## src/rtl/serial_subtractor_if.sv

```systemverilog
// Handshake and operand/result bundle for the bit-serial subtractor.
// The master side issues requests and the slave side returns results.
interface serial_subtractor_if #(
  parameter int WIDTH = 8
);
  logic             start;
  logic [WIDTH-1:0] a;
  logic [WIDTH-1:0] b;
  logic             bin;
  logic             busy;
  logic             done;
  logic [WIDTH-1:0] diff;
  logic             bout;

  modport master (
    output start, a, b, bin,
    input  busy, done, diff, bout
  );

  modport slave (
    input  start, a, b, bin,
    output busy, done, diff, bout
  );
endinterface

```

## src/rtl/serial_subtractor.sv

```systemverilog
// Bit-serial subtractor: diff = a - b - bin, one bit per clock, LSB first,
// using a full-subtractor cell and a borrow flip-flop.
module serial_subtractor #(
  parameter int WIDTH = 8
) (
  input  logic                clk,
  input  logic                rst_n,
  serial_subtractor_if.slave  bus
);
  localparam int CNT_W = (WIDTH > 1) ? $clog2(WIDTH) : 1;
  localparam logic [CNT_W-1:0] LAST = CNT_W'(WIDTH - 1);

  typedef enum logic [1:0] {IDLE, SHIFT, DONE} state_t;

  state_t           state;
  logic [WIDTH-1:0] sa;
  logic [WIDTH-1:0] sb;
  logic             br;
  logic [CNT_W-1:0] cnt;
  logic [WIDTH-1:0] diff_q;
  logic             bout_q;
  logic             busy_q;
  logic             done_q;

  logic d;
  logic nb;

  // Full-subtractor cell on the current LSBs and the stored borrow.
  assign d  = sa[0] ^ sb[0] ^ br;
  assign nb = (~sa[0] & sb[0]) | (~(sa[0] ^ sb[0]) & br);

  assign bus.busy = busy_q;
  assign bus.done = done_q;
  assign bus.diff = diff_q;
  assign bus.bout = bout_q;

  always_ff @(posedge clk or negedge rst_n) begin
    if (!rst_n) begin
      state  <= IDLE;
      sa     <= '0;
      sb     <= '0;
      br     <= 1'b0;
      cnt    <= '0;
      diff_q <= '0;
      bout_q <= 1'b0;
      busy_q <= 1'b0;
      done_q <= 1'b0;
    end else begin
      case (state)
        IDLE, DONE: begin
          done_q <= 1'b0;
          if (bus.start) begin
            sa     <= bus.a;
            sb     <= bus.b;
            br     <= bus.bin;
            cnt    <= '0;
            diff_q <= '0;
            busy_q <= 1'b1;
            state  <= SHIFT;
          end else begin
            state <= IDLE;
          end
        end
        SHIFT: begin
          diff_q <= {d, diff_q[WIDTH-1:1]};
          sa     <= sa >> 1;
          sb     <= sb >> 1;
          br     <= nb;
          cnt    <= cnt + 1'b1;
          // The final borrow is captured from the same cell evaluation as the MSB.
          if (cnt == LAST) begin
            bout_q <= nb;
            busy_q <= 1'b0;
            done_q <= 1'b1;
            state  <= DONE;
          end
        end
        default: begin
          state  <= IDLE;
          busy_q <= 1'b0;
          done_q <= 1'b0;
        end
      endcase
    end
  end
endmodule

```

## src/flat_wrapper.sv

```systemverilog
// flat-port wrapper written by rule: the top's interface ports become plain ports
module serial_subtractor_flat 
#(
  parameter int WIDTH = 8
)
  (clk, rst_n, bus_start, bus_a, bus_b, bus_bin, bus_busy, bus_done, bus_diff, bus_bout);
  serial_subtractor_if #(.WIDTH(WIDTH)) bus_i ();
  input  logic clk;
  input  logic rst_n;
  input wire logic [$bits(bus_i.start)-1:0] bus_start;
  input wire logic [$bits(bus_i.a)-1:0] bus_a;
  input wire logic [$bits(bus_i.b)-1:0] bus_b;
  input wire logic [$bits(bus_i.bin)-1:0] bus_bin;
  output wire logic [$bits(bus_i.busy)-1:0] bus_busy;
  output wire logic [$bits(bus_i.done)-1:0] bus_done;
  output wire logic [$bits(bus_i.diff)-1:0] bus_diff;
  output wire logic [$bits(bus_i.bout)-1:0] bus_bout;
  assign bus_i.start = bus_start;
  assign bus_i.a = bus_a;
  assign bus_i.b = bus_b;
  assign bus_i.bin = bus_bin;
  assign bus_busy = bus_i.busy;
  assign bus_done = bus_i.done;
  assign bus_diff = bus_i.diff;
  assign bus_bout = bus_i.bout;
  serial_subtractor #(.WIDTH(WIDTH)) u_core (.clk(clk), .rst_n(rst_n), .bus(bus_i));
endmodule
```

## config.mk

```make
export PLATFORM = sky130hd
export DESIGN_NAME = serial_subtractor_flat
export DESIGN_NICKNAME = d
export VERILOG_FILES = /design/src/rtl/serial_subtractor_if.sv /design/src/rtl/serial_subtractor.sv /design/src/flat_wrapper.sv
export SDC_FILE = /design/constraint.sdc
export NUM_CORES = 1
export LEC_CHECK = 0
export ABC_AREA = 1
export BUFFER_PORTS_ARGS = -buffer_cell sky130_fd_sc_hd__buf_2
export CAP_MARGIN = 0
export CELL_PAD_IN_SITES_DETAIL_PLACEMENT = 2
export CELL_PAD_IN_SITES_GLOBAL_PLACEMENT = 2
export CORE_MARGIN = 10
export CORE_UTILIZATION = 28
export CTS_CLUSTER_SIZE = 12
export DETAILED_ROUTE_END_ITERATION = 8
export GPL_ROUTABILITY_DRIVEN = 0
export PLACE_DENSITY = 0.78
export SYNTH_ARGS = -nofsm -noshare
export SYNTH_HDL_FRONTEND = slang
export SYNTH_SLANG_ARGS = --single-unit
```

## constraint.sdc

```tcl
create_clock -name clk -period 1.2 [get_ports clk]
set_clock_uncertainty 0.2 [all_clocks]
set_input_delay 0.24 -clock clk [delete_from_list [all_inputs] [get_ports clk]]
set_output_delay 0.24 -clock clk [all_outputs]
set_load 0.02 [all_outputs]
```

# ---- Yosys cells after proc, flatten, opt, wreduce, memory -nomap -nowiden
# Index checks and enable logic that the tools add are counted.
dict set report totals {
  ff_bits 33
  latchBits 0
  ramBits 0
  mem_bits_ro 0
  in_bits 20
  output_inout_bits 11
  mem_count 0
}
dict set report op_classes {
  n_addsub 1
  multipliers 0
  div_mod_pow 0
  magnitude_cmp 0
  eq_ne 5
  n_shift 0
  muxes 18
  bitwise 7
  n_reduce_logical 6
}
# cell count
set ops {}
lappend ops {{case mux 8 bit (2 select lines)} 3}
lappend ops {{two-way mux 8 bit} 3}
lappend ops {{two-way mux 1 bit} 6}
lappend ops {{case mux 3 bit (2 select lines)} 1}
lappend ops {{AND reduction 2 bit} 3}
lappend ops {{case mux 1 bit (2 select lines)} 2}
lappend ops {{case mux 2 bit (2 select lines)} 1}
lappend ops {{adder 3 x 1 -> 3 bit, second input constant} 1}
lappend ops {{equality test 3 bit, second input constant} 1}
lappend ops {{two-way mux 3 bit} 1}
lappend ops {{bitwise AND 1 bit} 2}
lappend ops {{equality test 2 x 1 -> 1 bit, second input constant} 1}
lappend ops {{equality test 2 bit, second input constant} 1}
lappend ops {{logical NOT 2 bit} 1}
lappend ops {{two-way mux 2 bit} 1}
lappend ops {{!= test 2 x 1 -> 1 bit, second input constant} 1}
lappend ops {{!= test 2 bit, second input constant} 1}
lappend ops {{NOT 1 bit} 2}
lappend ops {{nonzero test 2 bit} 1}
lappend ops {{OR reduction 2 bit} 1}
lappend ops {{XOR 1 bit} 2}
lappend ops {{bitwise OR 1 bit} 1}

# ---- Longest topological paths before layout
# Gate-level depths: netlist of the first run.
dict set report logic_depth {
  word_depth 5
  mapped_depth 8
}

# ---- Worst setup path before layout of the first run
# OpenSTA, ideal clock, no wires.
dict set report synth_path {
  kind {reg2reg}
  from {reg u_core.state[1]}
  to {reg u_core.bout_q, in the netlist u_core.bus.bout}
  arrival_time_ns 1.067
  required_time_ns 0.877
  slack_ns -0.190
  stages_incl_launch_ff 6
  path_buffers 1
  synth_period_minus_slack_ns 1.390
  cell_sequence {dfrtp_1 inv_2 nand2_8 buf_2 o21ai_0 nand2_1}
}
dict set report synth_via {
  elab_chain_len 2
}
# item line_no
set synth_lines {}
lappend synth_lines {{from (decl)} serial_subtractor.sv:15} ;# state_t state;
lappend synth_lines {{from (signal assigned)} serial_subtractor.sv:39} ;# state <= IDLE;
lappend synth_lines {{from (signal assigned)} serial_subtractor.sv:59} ;# state <= SHIFT;
lappend synth_lines {{from (signal assigned)} serial_subtractor.sv:61} ;# state <= IDLE;
lappend synth_lines {{equality test 2 x 1 -> 1 bit} serial_subtractor.sv:49} ;# case (state)
lappend synth_lines {{AND reduction 2 bit (no source line)} -}
lappend synth_lines {{to (signal assigned)} serial_subtractor.sv:72} ;# bout_q <= nb;
lappend synth_lines {{to (decl)} serial_subtractor.sv:21} ;# logic bout_q;
# No other way between the ends.
# A chain may end at the register's enable or synchronous reset.

==> summary.md, run 1 <==
| Metric | Value |
|---|---|
| Die Y-Extent | `approximately 97 microns` |
| Setup Slack @ Placement | `-0.188 ns` |
| Final-report max-slew violation count | `0` |
| Max FO, Critical Path | `2` |
| WL/cell | `15.8 microns` |
| Status | `complete, but fails checks` |
| Synth Area in Simple Gates | `around a third` |
| Buffers on Ports | `30` |
| # fillers | `approximately 650` |
| Final period util | `118%` |
| Largest family of logic cells by synthesized area | `simple AND/OR/NAND/NOR gates` |
| Post-synthesis mux area share | `0%` |
| Layer with the highest usage | `met2` |
| Post-Layout Inst Area | `between 2000 and 3000 sq um` |
| Max Cap Violations | `0` |
| Inserted Diodes | `0` |
| Reg2Reg Depth | `6` |
| Fin. Hold Viols | `0` |
| Final WL | `about 5500 microns` |
| Cells after DPL | `roughly 320` |
| Ratio of cells with drive above 1 in the final layout | `44.2%` |
| Met1 GRT Util | `14.4%` |
| Startpoint Class | `flip-flop` |
| Part of the Yosys area used for sequential elements | `between 40% and 50%` |
| Drt drc | `0` |
| WP data arrival | `~0.97 ns` |
| H-tree Lvls | `2` |
| Die footprint | `9320 sq um` |
| Buffers and inverters on the worst path | `2` |
| Avg Inst Size Synth | `8.08 sq um` |
| Hold path cells | `5` |
| Clk buf depth | `2` |
| Critical Path End Type | `primary output` |
| TritonCTS clock tree | `yes` |
| Gr ovfl total | `0` |
| Worst Path Required | `roughly 0.76 ns` |
| Io pins | `31` |
| Final setup vio count | `43` |
| TritonCTS Buffers | `5` |
| Global-route wire length before repair | `a little under 9000 microns` |
| Std-Cell Core Area | `~5600 sq um` |
| Maximum VDD drop | `about 0.0011 V` |
| Critical path origin | `u_core.state[1]` |
| Initial DRC Count | `32` |
| Overall Global Routing Usage | `about an eighth` |
| Hold Path Class | `in -> reg` |
| Slew HR | `roughly 87%` |
| Post-Syn Area | `~1600 sq um` |
| DR vias | `between 1500 and 2000` |
| Hold WS | `0.0360 ns` |
| Crit path kind | `reg -> out` |
| Row count | `27` |
| Detail Route Antenna Nets | `0` |
| Initial antenna violation count | `0` |
| Number of stages on the worst setup path | `2` |
| Crit path max-delay family | `flip-flops` |
| Worst-path clk slew | `roughly 0.07 ns` |
| Post-detail-place hpwl | `roughly 3300 microns` |
| Complex-gate fraction of the synthesized area | `2.06%` |
| XOR/XNOR share of the synthesized area | `0%` |
| Final Non-Filler Cells | `350` |
| Failing checks | `setup timing` |
| Worst hold start | `bus_b[5]` |
| Multi-input gate area | `approximately 710 sq um` |
| Vias in the first global route | `approximately 1700` |
| Finished Core Util | `a little under half` |
| FF-to-FF Start | `u_core.state[1]` |
| Worst slew pin tran | `between 0.15 and 0.2 ns` |
| Net count after synthesis | `~230` |
| Most used cell, CP | `buf_6` |
| Slowest CP cell | `dfrtp_2` |
| Worst skew pair latency | `0.30 ns` |
| Flops & latches, synth | `32` |
| Largest net degree at the start of global routing | `33` |
| DR pass1 iterations | `3` |
| M2 GR Usage | `21.9%` |
| Final worst slack | `-0.213 ns` |
| Ys Warns | `0` |
| Area Growth Syn to Fin | `54.6%` |
| RSZ-0062 raised after global routing | `true` |
| Instance count of the mapped netlist | `approximately 200` |
| Clock Sinks | `32` |
| Pwr dens | `just under 3000 nW/um^2` |
| Vias per cell | `4.43` |
| Synth Area in Adders | `under 10%` |
| Synth cell types | `20` |
| Met3 GRT Util | `approximately 3.6%` |
| Placed inst area | `2040 sq um` |
| Root buffer cell | `clkbuf_8` |
| Leak | `about 0.0014 uW` |
| Sequential cell area | `roughly 800 sq um` |
| Crit path largest cell delay | `between 0.4 and 0.5 ns` |
| Crit-path cells | `buf_6 > buf_6` |
| Post-route minimum period | `about 1.4 ns` |
| Final nets | `300` |
| Initial Util | `between 20% and 30%` |
| Die Wd | `slightly below 100 microns` |
| Max Fclk | `between 700 and 800 MHz` |
==> state kept, by name, summed over array words and instances (netlist names) <==
register,flops
u_core.cnt,3
u_core.sa,8
u_core.bus.diff,8
u_core.bus.busy,1
u_core.state,2
u_core.br,1
u_core.sb,8
u_core.bus.bout,1
==> logic make-up after synthesis <==
group           after synthesis
compound gates                6
flops                        32
simple gates                117
fa+ha+maj                     3
buf+inv                      45
==> power breakdown <==
| group | switching [uW] | leakage (uW) | internal [uW] | total (uW) |
|---|---|---|---|---|
| Combinational | 2300 | 0.000946 | 2040 | 4340 |
| Clock | 450 | 0.0000645 | 733 | 1180 |
| Sequential | 328 | 0.000392 | 1590 | 1920 |
| Total | 3080 | 0.00140 | 4360 | 7440 |
==> area by class of cell <==
cell class	instances	share of cell area (%)
well taps	72	3.55
clock buffers	7	3.80
flip-flops and latches	32	31.6
inverters	37	6.61
clock inverters	1	1.18
repair buffers	75	25.3
multi-input cells	126	27.9
==> metrics by stage <==
step	power, uW	TNS [ns]
after floorplan	4060	-2.53
final	7440	-5.83
after global routing	8060	-7.85
after global placement	5100	-2.10
after detailed placement	5270	-2.96
after CTS	7070	-5.80
==> timing repair <==
item | in CTS | in global routing
hold buffers | 3 | 0
buffers inserted | 12 | 10
endpoints found under the setup margin | 43 | 43
pin swaps | 2 | 12
hold endpoints to repair | 34 | 0
gates resized for setup | 39 | 20
==> worst reg2reg max path, cell delays in order, from the launching register on <==
cell and delay, ns:
dfrtp_2 0.43, buf_6 0.14, inv_8 0.07, nand2_8 0.07
buf_12 0.16, o21ai_2 0.13, nand2_1 0.08
==> synth_stat cells <==
| library cell | instances | area share (%) |
|---|---|---|
| inv_6 | 1 | 0.53 |
| inv_2 | 1 | 0.23 |
| a21oi_2 | 1 | 0.53 |
| inv_1 | 34 | 7.8 |
| o21ai_0 | 5 | 1.5 |
| buf_8 | 1 | 0.92 |
| buf_4 | 1 | 0.46 |
| nand2_1 | 72 | 16 |
| fa_1 | 1 | 1.2 |
| nand2_8 | 2 | 2.4 |
| ha_1 | 2 | 1.5 |
| nand2_4 | 1 | 0.69 |
| inv_4 | 1 | 0.38 |
| buf_12 | 1 | 1.2 |
| nor2_1 | 3 | 0.69 |
| buf_2 | 4 | 1.2 |
| buf_6 | 1 | 0.69 |
| nand3_1 | 29 | 8.8 |
| nand2_2 | 10 | 3.8 |
| dfrtp_1 | 32 | 49 |
==> per-layer routing <==
metal	share of wire, %	vias to the layer above
li1	-	757
met1	42	760
met2	52	29
met3	4.2	6
met4	1.3	0
met5	0	-
==> path summary, 6_finish.rpt <==
kind	to	slack, ns
min in group asynchronous	u_core.bus.diff[0]	0.23
max reg2reg	u_core.bus.bout	-0.20
min	u_core.sb[5]	0.04
max	bus_done	-0.21
min reg2reg	u_core.sb[2]	0.29
max in group asynchronous	u_core.state[1]	0.37
==> placed cells by master (no fill, tap or decap), types with 2 or more instances in the layout <==
cell	Yosys	layout
nand2_1	72	67
buf_4	1	33
buf_12	1	5
buf_2	4	19
dlygate4sd3_1	0	3
nand3_2	0	6
inv_4	1	2
inv_2	1	3
inv_1	34	30
nand2_8	2	2
dfrtp_1	32	31
clkbuf_8	0	7
nand3_1	29	23
o21ai_2	0	5
buf_6	1	15
nand2_2	10	15
Power figures use the tool's default switching activity.
==> run 2: changes to the inputs <==
--- a/config.mk
+++ b/config.mk
@@ -5,17 +5,18 @@
 export SDC_FILE = /design/constraint.sdc
 export NUM_CORES = 1
 export LEC_CHECK = 0
-export ABC_AREA = 1
 export BUFFER_PORTS_ARGS = -buffer_cell sky130_fd_sc_hd__buf_2
 export CAP_MARGIN = 0
 export CELL_PAD_IN_SITES_DETAIL_PLACEMENT = 2
 export CELL_PAD_IN_SITES_GLOBAL_PLACEMENT = 2
+export CORE_ASPECT_RATIO = 1.2
 export CORE_MARGIN = 10
-export CORE_UTILIZATION = 28
+export CORE_UTILIZATION = 31
 export CTS_CLUSTER_SIZE = 12
 export DETAILED_ROUTE_END_ITERATION = 8
 export GPL_ROUTABILITY_DRIVEN = 0
-export PLACE_DENSITY = 0.78
+export HOLD_SLACK_MARGIN = 0.03
+export PLACE_DENSITY = 0.75
 export SYNTH_ARGS = -nofsm -noshare
 export SYNTH_HDL_FRONTEND = slang
 export SYNTH_SLANG_ARGS = --single-unit
==> run 2 against run 1 <==
  * The run still ends with setup timing left
  * Combinational power decreased by 8.1%
  * Hold slack improved by 0.00079 ns
  * Clock power about the same
  * Power decreased by 3.1%
  * Via count decreased by 8.6%
  * Synthesized area increased by 10%
  * Sequential power increased by 8%
  * Register-to-register slack got worse by 0.25 ns
  * Final area increased by 6.1%
  * Routed wire length decreased by 1.2%
==> summary.md, run 2 <==
| Metric | Value |
|---|---|
| Final period util | `138% (was 118%)` |
| EDFF count, synth | `0 (unchanged)` |
| Clk buf depth | `2 (unchanged)` |
| Ys Warns | `0 (unchanged)` |
| Post-route minimum period | `1.65 ns (was 1.41 ns)` |
| Count leader, synth | `dfrtp_1 (was nand2_1)` |
| H-tree Lvls | `2 (unchanged)` |
| Most used DFF post-synth | `dfrtp_1 (unchanged)` |
| Fin. Hold Viols | `0 (unchanged)` |
| Met3 GRT Util | `3.83% (was 3.62%)` |
| Finished Core Util | `47.5% (was 45.2%)` |
| Post-detail-place hpwl | `3440 microns (was 3340 microns)` |
| Std-Cell Core Area | `5670 sq um (was 5610 sq um)` |
| Leading cell type in the layout, fill and taps excluded | `dfrtp_1 (was nand2_1)` |
| Final WL | `5450 microns (was 5520 microns)` |
| Cells after DPL | `264 (was 317)` |
| Met1 GRT Util | `13.2% (was 14.4%)` |
| Worst slew pin tran | `0.332 ns (was 0.195 ns)` |
| Pwr dens | `2680 nW/um^2 (was 2930 nW/um^2)` |
| Most frequent cells in the layout | `30 x dfrtp_1, 24 x buf_4, 19 x buf_2, 17 x buf_6, 15 x nor2b_1 (was 67 x nand2_1, 33 x buf_4, 31 x dfrtp_1, 30 x inv_1, 23 x nand3_1)` |
| Net count after synthesis | `170 (was 226)` |
| TritonCTS clock tree | `yes (unchanged)` |
| TritonCTS Buffers | `5 (unchanged)` |
| DR pass1 iterations | `4 (was 3)` |
| Initial DRC Count | `31 (was 32)` |
| Vias in the first global route | `1653 (was 1721)` |
| Worst skew pair latency | `0.29 ns (was 0.30 ns)` |
| Worst Path Required | `1.18 ns (was 0.76 ns)` |
| Max Fclk | `606 MHz (was 708 MHz)` |
| Placed inst area | `2170 sq um (was 2040 sq um)` |
| Crit path kind | `reg -> reg (was reg -> out)` |
| Final setup vio count | `43 (unchanged)` |
| M2 GR Usage | `20.5% (was 21.9%)` |
| Final nets | `235 (was 300)` |
| Die footprint | `9300 sq um (was 9320 sq um)` |
| Clock group share of total power | `16.0% (was 15.9%)` |
| Global-route wire length before repair | `8930 microns (was 8870 microns)` |
| Gr ovfl total | `0 (unchanged)` |
| Final Non-Filler Cells | `293 (was 350)` |
| Initial Util | `31.9% (was 29.3%)` |
| Failing checks | `setup timing (unchanged)` |
| Detail Route Antenna Nets | `0 (unchanged)` |
| Root buffer cell | `clkbuf_8 (unchanged)` |
| Top cells by count, synth | `32 x dfrtp_1, 16 x mux2i_1, 15 x nor2b_1, 11 x a22o_1, 9 x mux2_4 (was 72 x nand2_1, 34 x inv_1, 32 x dfrtp_1, 29 x nand3_1, 10 x nand2_2)` |
| Max FO, Critical Path | `2 (unchanged)` |
| Max Cap Violations | `0 (unchanged)` |
| Synth cell types | `26 (was 20)` |
| Part of the Yosys area used for sequential elements | `44.3% (was 48.8%)` |
| Area Growth Syn to Fin | `48.9% (was 54.6%)` |
| WP data arrival | `1.63 ns (was 0.97 ns)` |
| Setup TNS | `-6.48 ns (was -5.83 ns)` |
| Post-Syn Area | `1810 sq um (was 1640 sq um)` |
| Most area-hungry cell type in the Yosys netlist | `dfrtp_1 (unchanged)` |
| Sw frac | `35.4% (was 41.4%)` |
| Startpoint Class | `flip-flop (unchanged)` |
| Post-Layout Inst Area | `2690 sq um (was 2540 sq um)` |
| DR vias | `1418 (was 1552)` |
| Die Y-Extent | `104 microns (was 96.5 microns)` |
| Vias per cell | `4.84 (was 4.43)` |
| Avg Inst Size Synth | `12.3 sq um (was 8.08 sq um)` |
| RSZ-0062 raised after global routing | `true (unchanged)` |
| Critical Path End Type | `flip-flop (was primary output)` |
| Die Wd | `89.7 microns (was 96.5 microns)` |
| WL/cell | `18.6 microns (was 15.8 microns)` |
| Slew HR | `77.8% (was 87.0%)` |
| Overall Global Routing Usage | `11.7% (was 12.5%)` |
| Clock Sinks | `32 (unchanged)` |
| Row count | `30 (was 27)` |
| Top-area cell type share of the netlist area | `44.3% (was 48.8%)` |
| Ratio of cells with drive above 1 in the final layout | `56.3% (was 44.2%)` |
| Leak | `0.00117 uW (was 0.00140 uW)` |
| Io pins | `31 (unchanged)` |
| Sequential share of power | `28.7% (was 25.8%)` |
| Setup Slack @ Placement | `-0.457 ns (was -0.188 ns)` |
| Largest net degree at the start of global routing | `33 (unchanged)` |
| Int Power | `4660 uW (was 4360 uW)` |
| Layer with the highest usage | `met2 (unchanged)` |
| Switching power | `2550 uW (was 3080 uW)` |
| Inserted Diodes | `0 (unchanged)` |
| Combinational fraction of design power | `55.3% (was 58.3%)` |
| Instance count of the mapped netlist | `147 (was 203)` |
| Final worst slack | `-0.451 ns (was -0.213 ns)` |
| Status | `complete, but fails checks (unchanged)` |
| Worst-path clk slew | `0.07 ns (about the same)` |
| Drt drc | `0 (unchanged)` |
| Top cells by area, synth | `dfrtp_1 44%, mux2i_1 8.9%, mux2_4 7.5% (was dfrtp_1 49%, nand2_1 16%, nand3_1 8.8%)` |
| Initial antenna violation count | `0 (unchanged)` |
| Buffers on Ports | `30 (unchanged)` |
| Final-report max-slew violation count | `0 (unchanged)` |
| Post-synth ARST share | `100% (unchanged)` |
| Hold Path Class | `in -> reg (unchanged)` |
| Flops & latches, synth | `32 (unchanged)` |
| Maximum VDD drop | `0.000965 V (was 0.00107 V)` |
[run 2: kinds of logic (layout without fill, tap and decap cells)]
| group | count (synthesis) | in the layout | synth area share, % |
|---|---|---|---|
| adders and majority gates | 3 | 3 | 2.49 |
| xor gates and xnor gates | 1 | 1 | 0.485 |
| buffers and inverters | 15 | 81 | 6.64 |
| AOI/OAI and AO/OA | 45 | 45 | 20.7 |
| DFF | 32 | 32 | 44.3 |
| and+or+nand+nor | 23 | 23 | 7.20 |
| muxes | 28 | 28 | 18.2 |
[run 2: power groups by stage]
stage	registers [uW]	clock network [uW]	logic (uW)
floorplan	2090	0	1840
global placement	1940	0	2710
detailed placement	2010	0	2920
CTS	2010	1180	3760
global route	2140	1220	4370
finish	2070	1150	3990
[run 2: final timing paths]
| path | startpoint | to | slack, ns | cells after the start |
|---|---|---|---|---|
| max | u_core.sb[0] | u_core.bus.diff[7] | -0.45 | 4 |
| min | bus_a[5] | u_core.sa[5] | 0.04 | 3 |
| max reg2reg | u_core.sb[0] | u_core.bus.diff[7] | -0.45 | 4 |
| min reg2reg | u_core.sa[7] | u_core.sa[7] | 0.38 | 2 |
| max in group asynchronous | rst_n | u_core.state[1] | 0.35 | 3 |
| min in group asynchronous | rst_n | u_core.bus.diff[0] | 0.25 | 3 |
[run 2: what timing repair did]
item | in CTS | in global routing
endpoints found under the setup margin | 43 | 43
gates resized for setup | 43 | 9
pin swaps | 4 | 2
hold buffers | 3 | 0
gates cloned | 0 | 1
buffers inserted | 16 | 2
hold endpoints to repair | 34 | 0
[run 2: area by class of cell]
cell class / count / area (sq um)
repair buffers: 70 / 632
well taps: 80 / 100
multi-input cells: 100 / 1020
inverters: 3 / 11.3
clock inverters: 1 / 30.0
flip-flops and latches: 32 / 803
clock buffers: 7 / 96.3
fillers: 568 / 2980
[run 2: layer usage]
layer / wire, microns / share of wire (%)
met4: 58 / 1.1
met1: 2250 / 41
met3: 263 / 4.8
met2: 2880 / 53
met5: 0 / 0
[run 2: metrics by stage]
step / hold slack (ns) / power, uW
floorplan: -0.256 / 3930
global placement: 0.00877 / 4650
detailed placement: 0.0171 / 4930
CTS: 0.0307 / 6950
global route: 0.0424 / 7730
finish: 0.0368 / 7210
[run 2: worst max-delay path, cell delays in order, from the launching register on]
cell and delay (ns):
dfrtp_1 0.36, inv_2 0.05, fa_1 0.47, mux2_4 0.28
a22o_1 0.18
==> run 3: changes to the inputs <==
--- a/config.mk
+++ b/config.mk
@@ -5,18 +5,19 @@
 export SDC_FILE = /design/constraint.sdc
 export NUM_CORES = 1
 export LEC_CHECK = 0
+export ABC_AREA = 1
 export BUFFER_PORTS_ARGS = -buffer_cell sky130_fd_sc_hd__buf_2
 export CAP_MARGIN = 0
 export CELL_PAD_IN_SITES_DETAIL_PLACEMENT = 2
 export CELL_PAD_IN_SITES_GLOBAL_PLACEMENT = 2
 export CORE_ASPECT_RATIO = 1.2
 export CORE_MARGIN = 10
-export CORE_UTILIZATION = 31
+export CORE_UTILIZATION = 28
 export CTS_CLUSTER_SIZE = 12
 export DETAILED_ROUTE_END_ITERATION = 8
 export GPL_ROUTABILITY_DRIVEN = 0
 export HOLD_SLACK_MARGIN = 0.03
-export PLACE_DENSITY = 0.75
+export PLACE_DENSITY = 0.78
 export SYNTH_ARGS = -nofsm -noshare
 export SYNTH_HDL_FRONTEND = slang
 export SYNTH_SLANG_ARGS = --single-unit
==> run 3 against run 2 <==
  * The flow still finishes with violations (setup timing)
  * First-iteration DRC count up 35%
  * Global-route usage up 1.4 points
  * Sequential share of layout area down 1.6 points
  * Count of clock-buffer cells in the layout unchanged
  * Power up 21%
  * Utilization up 2.7 points
  * Sequential power about the same
  * Hold slack better by 0.022 ns
  * Setup slack better by 0.19 ns
  * Register-to-register slack better by 0.23 ns
  * Cell count up 24%
  * Die area up 0.36%
  * Critical path type is now reg -> out
  * Critical endpoint is now bus_done
  * Largest power group unchanged
  * Highest routed layer unchanged
==> summary.md, run 3 (same netlist as run 1, synthesis figures left out) <==
| Metric | Value |
|---|---|
| DR pass1 iterations | `4 (unchanged)` |
| WP data arrival | `1.02 ns (was 1.63 ns)` |
| Initial DRC Count | `42 (was 31)` |
| Clock Sinks | `32 (unchanged)` |
| Final worst slack | `-0.264 ns (was -0.451 ns)` |
| Buffers on Ports | `30 (unchanged)` |
| # fillers | `594 (was 568)` |
| Die footprint | `9330 sq um (was 9300 sq um)` |
| Critical Path End Type | `primary output (was flip-flop)` |
| Max FO, Critical Path | `3 (was 2)` |
| TritonCTS clock tree | `yes (unchanged)` |
| Leading cell type in the layout, fill and taps excluded | `nand2_1 (was dfrtp_1)` |
| Slew HR | `83.8% (was 77.8%)` |
| Final WL | `6640 microns (was 5450 microns)` |
| Status | `complete, but fails checks (unchanged)` |
| Largest net degree at the start of global routing | `33 (unchanged)` |
| Vias in the first global route | `1772 (was 1653)` |
| Worst Path Required | `0.76 ns (was 1.18 ns)` |
| DR vias | `1653 (was 1418)` |
| Io pins | `31 (unchanged)` |
| Final nets | `306 (was 235)` |
| Root buffer cell | `clkbuf_8 (unchanged)` |
| TritonCTS Buffers | `5 (unchanged)` |
| Area Growth Syn to Fin | `73.5% (was 48.9%)` |
| Failing checks | `setup timing (unchanged)` |
| Die Y-Extent | `104 microns (about the same)` |
| Die Wd | `89.9 microns (was 89.7 microns)` |
| Inserted Diodes | `0 (unchanged)` |
| Setup Slack @ Placement | `-0.237 ns (was -0.457 ns)` |
| Worst skew pair latency | `0.30 ns (was 0.29 ns)` |
| Highest routed layer | `met4 (unchanged)` |
| Hold Path Class | `in -> reg (unchanged)` |
| Final period util | `122% (was 138%)` |
| Gr ovfl total | `0 (unchanged)` |
| Ratio of cells with drive above 1 in the final layout | `59.5% (was 56.3%)` |
| Fin. Hold Viols | `0 (unchanged)` |
| Overall Global Routing Usage | `13.1% (was 11.7%)` |
| Initial Util | `28.9% (was 31.9%)` |
| WL/cell | `18.3 microns (was 18.6 microns)` |
| Max Fclk | `683 MHz (was 606 MHz)` |
| Final setup vio count | `43 (unchanged)` |
| Drt drc | `0 (unchanged)` |
| Met3 WL | `265 microns (was 263 microns)` |
| Row count | `30 (unchanged)` |
| Crit path kind | `reg -> out (was reg -> reg)` |
| Max Cap Violations | `0 (unchanged)` |
| Post-route minimum period | `1.46 ns (was 1.65 ns)` |
| Worst slew pin tran | `0.243 ns (was 0.332 ns)` |
| Std-Cell Core Area | `5670 sq um (unchanged)` |
| Clk buf depth | `2 (unchanged)` |
| Global-route wire length before repair | `9690 microns (was 8930 microns)` |
| Post-detail-place hpwl | `3440 microns (about the same)` |
| Initial antenna violation count | `0 (unchanged)` |
| Startpoint Class | `flip-flop (unchanged)` |
| H-tree Lvls | `2 (unchanged)` |
| Detail Route Antenna Nets | `0 (unchanged)` |
| Final-report max-slew violation count | `0 (unchanged)` |
| Maximum VDD drop | `0.00108 V (was 0.000965 V)` |
| Leak | `0.00155 uW (was 0.00117 uW)` |
| Met1 wire length | `2510 microns (was 2250 microns)` |
| Most frequent cells in the layout | `44 x nand2_1, 29 x nand2_2, 29 x inv_1, 29 x dfrtp_1, 28 x buf_4 (was 30 x dfrtp_1, 24 x buf_4, 19 x buf_2, 17 x buf_6, 15 x nor2b_1)` |
| RSZ-0062 raised after global routing | `true (unchanged)` |
| Setup TNS | `-6.11 ns (was -6.48 ns)` |
| Worst-path clk slew | `0.08 ns (was 0.07 ns)` |
| Met2 WL | `3640 microns (was 2880 microns)` |
| Vias per cell | `4.54 (was 4.84)` |
| Pwr dens | `3070 nW/um^2 (was 2680 nW/um^2)` |
## run 3: cell type report
class                           count  area [sq um]  area share [%]
Clock inverter                      1          7.51           0.264
Multi-Input combinational cell    126           933            32.8
Inverter                           37           165            5.80
Timing Repair Buffer               78           709            24.9
Timing Repair inverter              3          38.8            1.36
Clock buffer                        7          86.3            3.03
Sequential cell                    32           805            28.3
Tap cell                           80           100            3.52
## run 3: power breakdown
part,leakage [uW],internal [uW],total [uW],switching (uW)
Sequential,0.000390,1600,2080,480
Clock,0.0000445,466,913,447
Combinational,0.00111,2680,5740,3060
Total,0.00155,4740,8730,3990
## run 3: critical path, cell delays in order, from the launching register on
cell,delay (ns)
dfrtp_2,0.46
buf_6,0.14
buf_6,0.12
## run 3: path summary, 6_finish.rpt
kind,to,cells past startpoint,slack [ns],start
hold / removal,u_core.sb[3],5,0.06,bus_b[3]
max in group asynchronous,u_core.state[0],3,0.37,rst_n
setup / recovery,bus_done,2,-0.26,u_core.state[1]
setup reg to reg,u_core.sa[2],7,-0.22,u_core.state[0]
min in group asynchronous,u_core.bus.diff[0],3,0.23,rst_n
hold reg to reg,u_core.sa[5],2,0.30,u_core.sa[5]
## run 3: what timing repair did
action / CTS / global route
hold buffers: 3 / 0
setup endpoints to repair: 43 / 43
cloned: 4 / 0
buffers inserted: 15 / 13
gates resized for setup: 76 / 54
endpoints found under the hold margin: 34 / 0
pin swaps: 17 / 19
## run 3: per-layer routing
metal  global-route usage, %  up-vias
met5                       0        -
met4                    5.35        0
met3                    3.25       18
met2                    23.6       46
met1                    14.2      822
li1                        -      767
## run 3: stage by stage
| step | std cells | util [%] | hold slack (ns) | instance area (sq um) | total power, uW |
|---|---|---|---|---|---|
| 2_1_floorplan | 203 | - | -0.256 | 1660 | 4060 |
| 3_3_place_gp | 323 | 35.4 | 0.0123 | 2010 | 4980 |
| 3_5_place_dp | 323 | 35.4 | 0.0180 | 2010 | 5160 |
| 4_1_cts | 353 | 45.1 | 0.0642 | 2550 | 7520 |
| 5_1_grt | 364 | 50.2 | 0.0822 | 2850 | 9340 |
| 6_report | 364 | 50.2 | 0.0593 | 2850 | 8730 |
